### src/rtl/seg_scan_ctrl.sv
// Two-digit multiplexed 7-segment scan controller with a timed message overlay.
// A free-running scan counter alternates the digits, and the FSM chooses what glyphs are shown.
module seg_scan_ctrl #(
  parameter int SCAN_DIV   = 100000,
  parameter int MSG_FRAMES = 500
) (
  input  logic       clk,
  input  logic       rst,
  input  logic [7:0] val,
  input  logic [1:0] blank,
  input  logic       msg_req,
  input  logic [1:0] msg_code,
  output logic       msg_ack,
  output logic       msg_busy,
  output logic [7:0] segments
);

  // state    | meaning
  // SHOW_VAL | hex digits of val, subject to the blank bits; requests are accepted here
  // SHOW_MSG | latched message glyphs until the frame budget expires

  localparam int CW = $clog2(SCAN_DIV);
  localparam logic [CW-1:0] SCAN_TC = CW'(SCAN_DIV - 1);
  localparam int FE = (MSG_FRAMES < 1) ? 1 : MSG_FRAMES;
  localparam int FW = (FE < 2) ? 1 : $clog2(FE);
  localparam logic [FW-1:0] FRAME_LAST = FW'(FE - 1);

  typedef enum logic {
    SHOW_VAL = 1'b0,
    SHOW_MSG = 1'b1
  } state_t;

  state_t        state;
  logic [CW-1:0] scan_cnt;
  logic          sel;
  logic [FW-1:0] frame_cnt;
  logic [1:0]    code_q;
  logic          scan_tc;
  logic          frame_tick;
  logic [3:0]    nib;
  logic [6:0]    glyph;

  function automatic logic [6:0] hex7(input logic [3:0] n);
    case (n)
      4'h0: hex7 = 7'h3F;
      4'h1: hex7 = 7'h06;
      4'h2: hex7 = 7'h5B;
      4'h3: hex7 = 7'h4F;
      4'h4: hex7 = 7'h66;
      4'h5: hex7 = 7'h6D;
      4'h6: hex7 = 7'h7D;
      4'h7: hex7 = 7'h07;
      4'h8: hex7 = 7'h7F;
      4'h9: hex7 = 7'h6F;
      4'hA: hex7 = 7'h77;
      4'hB: hex7 = 7'h7C;
      4'hC: hex7 = 7'h39;
      4'hD: hex7 = 7'h5E;
      4'hE: hex7 = 7'h79;
      default: hex7 = 7'h71;
    endcase
  endfunction

  // left selects the first character of the two-letter message
  function automatic logic [6:0] msg7(input logic [1:0] code, input logic left);
    case ({code, left})
      3'b00_1: msg7 = 7'h76;
      3'b00_0: msg7 = 7'h30;
      3'b01_1: msg7 = 7'h38;
      3'b01_0: msg7 = 7'h3F;
      3'b10_1: msg7 = 7'h48;
      3'b10_0: msg7 = 7'h48;
      3'b11_1: msg7 = 7'h79;
      default: msg7 = 7'h50;
    endcase
  endfunction

  assign scan_tc    = (scan_cnt == SCAN_TC);
  assign frame_tick = scan_tc && sel;

  always_ff @(posedge clk) begin
    if (rst) begin
      scan_cnt <= '0;
      sel      <= 1'b0;
    end else if (scan_tc) begin
      scan_cnt <= '0;
      sel      <= ~sel;
    end else begin
      scan_cnt <= scan_cnt + 1'b1;
    end
  end

  always_comb begin
    nib   = sel ? val[7:4] : val[3:0];
    glyph = 7'h00;
    if (state == SHOW_MSG)
      glyph = msg7(code_q, sel);
    else if (!blank[sel])
      glyph = hex7(nib);
  end

  always_ff @(posedge clk) begin
    if (rst) begin
      state     <= SHOW_VAL;
      frame_cnt <= '0;
      code_q    <= 2'b00;
      segments  <= 8'h00;
      msg_ack   <= 1'b0;
      msg_busy  <= 1'b0;
    end else begin
      segments <= {sel, glyph};
      msg_ack  <= 1'b0;
      case (state)
        SHOW_VAL: begin
          if (msg_req) begin
            state     <= SHOW_MSG;
            code_q    <= msg_code;
            frame_cnt <= '0;
            msg_ack   <= 1'b1;
            msg_busy  <= 1'b1;
          end
        end
        SHOW_MSG: begin
          // requests are ignored here, so a held request is served only after the message ends
          if (frame_tick) begin
            if (frame_cnt == FRAME_LAST) begin
              state    <= SHOW_VAL;
              msg_busy <= 1'b0;
            end else begin
              frame_cnt <= frame_cnt + 1'b1;
            end
          end
        end
        default: state <= SHOW_VAL;
      endcase
    end
  end

endmodule

### config.mk
export PLATFORM = sky130hd
export DESIGN_NAME = seg_scan_ctrl
export DESIGN_NICKNAME = d
export VERILOG_FILES = /design/src/rtl/seg_scan_ctrl.sv
export SDC_FILE = /design/constraint.sdc
export NUM_CORES = 1
export LEC_CHECK = 0
export CAP_MARGIN = 20
export CORE_MARGIN = 1.5
export CORE_UTILIZATION = 40
export CTS_BUF_LIST = sky130_fd_sc_hd__clkbuf_4
export DETAILED_ROUTE_END_ITERATION = 8
export PLACE_DENSITY = 0.67
export SYNTH_ARGS = -nofsm -noshare
export SYNTH_HDL_FRONTEND = slang
export SYNTH_SLANG_ARGS = --single-unit
### constraint.sdc
create_clock -name clk -period 2.1 [get_ports clk]
set_input_delay 0.21 -clock clk [delete_from_list [all_inputs] [get_ports clk]]
set_output_delay 0.21 -clock clk [all_outputs]
set_load 0.03 [all_outputs]
==> out/metrics.csv <==
metric,value,unit
status,"complete, no violations",
synth_cell_type_count,48,
grt_max_degree,15,
finalSetupViolCount,0,
utilization,0.497,
synth_area,2190,µm²
num_rows,26,
dieHeight,77.1,µm
avgSynthCellArea,8.85,µm²
period_needed,1.85,ns
leakagePower,0.965,nW
post-route-drc-count,0,
fmax,540,MHz
synth_mux_area_frac,0.0610,
worst_path_max_delay_cell,dfxtp_1,
drive_above_1_share,0.0912,
netlist.area_leader.share,0.365,
cts_sinks,40,
vias_per_cell,5.42,
place_area,2500,µm²
worstPathArrival,2.15,ns
r2r_slack,0.25,ns
async_flop_share,0,
cp_top_family,simple AND/OR/NAND/NOR gates,
grt_overflow,0,
grt_antenna_before_repair,0,
hold_buffers,0,
hp-start,msg_code[1],
diodes,0,
reg2reg_depth,6,
multi_input_area,1250,µm²
initial_utilization,0.422,
synthTopCellsByArea,"dfxtp_1 36%, xor2_1 5.2%, mux2i_1 4.6%",
clk_latency,0.36,ns
grt_use_met3,0.0298,
crit_path_cell_trace,ha_1 > and4_1 > and4_1 > buf_4 > nand4b_1 > a31oi_1,
grt_pass1_vias,1752,
crit_required,2.40,ns
syn2layout_area_growth,17.8,%
root_buffer,clkbuf_4,
track_usage,0.164,
fin_area,2580,µm²
cts_resized,0,
clk_path_buf_depth,2,
tns,0,ns
finalClockSkew,0.0103,ns
yosysWarnings,0,
hpwl,3.32,mm
gr-usage-met2,0.258,
drtAntennaViolNets,0,
ys_seq_area_frac,0.365,
clk_pin_slew,0.14,ns
hold_path.class,input pin to register,
finalHoldViolCount,0,
post-cts-setup-buffers,0,
synth_flop_cell,dfxtp_1,
grt.busiest_layer,met2,
slew_headroom,0.597,
r2r_end,frame_cnt[7]$_SDFFE_PP0P_,
synth_enable_flop_cells,0,
core-area,5200,µm²
synth_largest_area_cell,dfxtp_1,
powerDensity,586,nW/µm²
synth_fa_ha_area_frac,0.0399,
ctsHtreeMaxLevel,2,
ir_drop,0.000321,V
nets,295,
maxSlewViolCount,0,
cp_slowest_stage_delay,0.39,ns
worstMarginPinSlew,0.598,ns
numCtsBuffers,5,
r2r-start,scan_cnt[0]$_SDFF_PP0_,
vias,1866,
tritoncts,yes,
critPathLaunchType,register,
die_w,77.1,µm
io_pins,25,
drt_iter0_markers,141,
ys_seq_elements,40,
wl,4.67,mm
maxCapViolations,0,
rsz0062_at_grt,false,
crit_type,register to register,
port_buffers,24,
synth_top_family_by_area,simple AND/OR/NAND/NOR gates,
fin_crit_sh,0.883,
dr.pass1.iters,5,
crit_path_end_kind,register,
min_to,code_q[1]$_SDFFE_PP0P_,
syn_nets,270,
synth_simple_gate_area_frac,0.253,
crit_path_frequent_cell,and4_1,
fill_cells,516,
dieArea,5940,µm²
grt_util_met1,0.222,
synth_compound_area_frac,0.155,
synthCells,248,
seq_area,801,µm²
hold_depth,3,
synth_xor_area_frac,0.0639,
crit_buf_inv,1,
cp.depth,6,
path_max_fanout,9,
gp_congestion,0.831,
grt_first_pass_wirelength,8.03,mm
routedWlPerCell,13.6,µm
[power breakdown]
part | switching, W | internal (W)
logic | 0.0000997 | 0.0000891
clock network | 0.000279 | 0.000255
registers | 0.0000137 | 0.000780
total | 0.000392 | 0.00112
[worst register-to-register path, stage by stage, from the launching register on]
cell	delay, ns
dfxtp_1	0.39
ha_1	0.21
and4_1	0.35
and4_1	0.37
buf_4	0.21
nand4b_1	0.11
a31oi_1	0.17
[cell usage after synthesis, types with 2 or more instances]
| cell | instances |
|---|---|
| dfxtp_1 | 40 |
| nor2_1 | 23 |
| nand2_1 | 17 |
| a21oi_1 | 13 |
| xor2_1 | 13 |
| mux2i_1 | 10 |
| nand3_1 | 10 |
| nand4_1 | 10 |
| and4_1 | 9 |
| inv_1 | 9 |
| buf_2 | 8 |
| o21ai_0 | 8 |
| ha_1 | 7 |
| o211ai_1 | 6 |
| clkbuf_1 | 5 |
| nand4b_1 | 5 |
| o221ai_1 | 5 |
| a31oi_1 | 4 |
| and3_1 | 4 |
| or3_1 | 4 |
| and2_1 | 3 |
| xnor2_1 | 3 |
| a31o_2 | 2 |
| buf_4 | 2 |
| nor2b_1 | 2 |
| nor4_1 | 2 |
| nor4b_1 | 2 |
| o21a_1 | 2 |
[per-stage QoR]
stage	hold WS (ns)	cells	total power, W	worst slack [ns]
3_5_place_dp	0.452	336	0.000999	0.129
5_1_grt	0.460	344	0.00158	0.0728
2_1_floorplan	0.320	248	0.000920	0.0417
3_3_place_gp	0.446	336	0.000996	0.225
4_1_cts	0.441	344	0.00153	0.242
6_report	0.441	344	0.00152	0.247
[layout make-up]
class                      count  area share
clock buffer                   5      0.0145
timing repair buffer          35       0.125
tap                           70      0.0339
inverter                       9      0.0131
clock inverter                 3      0.0184
multi-input combinational    182       0.485
sequential                    40       0.310
[how the worst max path moves through the flow]
| stage | slack, ns | startpoint | end |
|---|---|---|---|
| floorplan | 0.04 | sel$_SDFFE_PP0N_ | segments[3]$_SDFF_PP0_ |
| global placement | 0.23 | val[5] | segments[0]$_SDFF_PP0_ |
| detailed placement | 0.13 | val[5] | segments[0]$_SDFF_PP0_ |
| CTS | 0.24 | scan_cnt[0]$_SDFF_PP0_ | scan_cnt[9]$_SDFF_PP0_ |
| global route | 0.07 | scan_cnt[0]$_SDFF_PP0_ | scan_cnt[9]$_SDFF_PP0_ |
| finish | 0.25 | scan_cnt[0]$_SDFF_PP0_ | frame_cnt[7]$_SDFFE_PP0P_ |
[registers in the layout (all words and copies together) (netlist names)]
name       flops
code_q         2
frame_cnt      9
msg_ack        1
msg_busy       1
scan_cnt      17
segments       8
sel            1
state          1
[metal layers]
layer | routed length, µm | part of all wire
met4 | 50 | 0.011
met1 | 2370 | 0.51
met3 | 131 | 0.028
met2 | 2120 | 0.45
met5 | 0 | 0
[cell families (layout without fill, tap and decap cells)]
| logic type | after synthesis | after routing |
|---|---|---|
| buf+inv | 26 | 52 |
| simple gates | 97 | 97 |
| flops | 40 | 40 |
| compound gates | 50 | 50 |
| fa+ha+maj | 7 | 7 |
| mux | 12 | 12 |
| xor+xnor | 16 | 16 |
[layout by cell type, fill, tap and decap left out, types with 3 or more instances in the layout]
cell	n
dfxtp_1	40
clkdlybuf4s50_1	24
nor2_1	23
nand2_1	17
a21oi_1	13
xor2_1	13
buf_4	11
mux2i_1	10
nand4_1	10
nand3_1	10
inv_1	9
and4_1	9
o21ai_0	8
ha_1	7
o211ai_1	6
nand4b_1	5
o221ai_1	5
clkbuf_4	5
a31oi_1	4
and3_1	4
or3_1	4
and2_1	3
xnor2_1	3
Power figures use the tool's default switching activity.
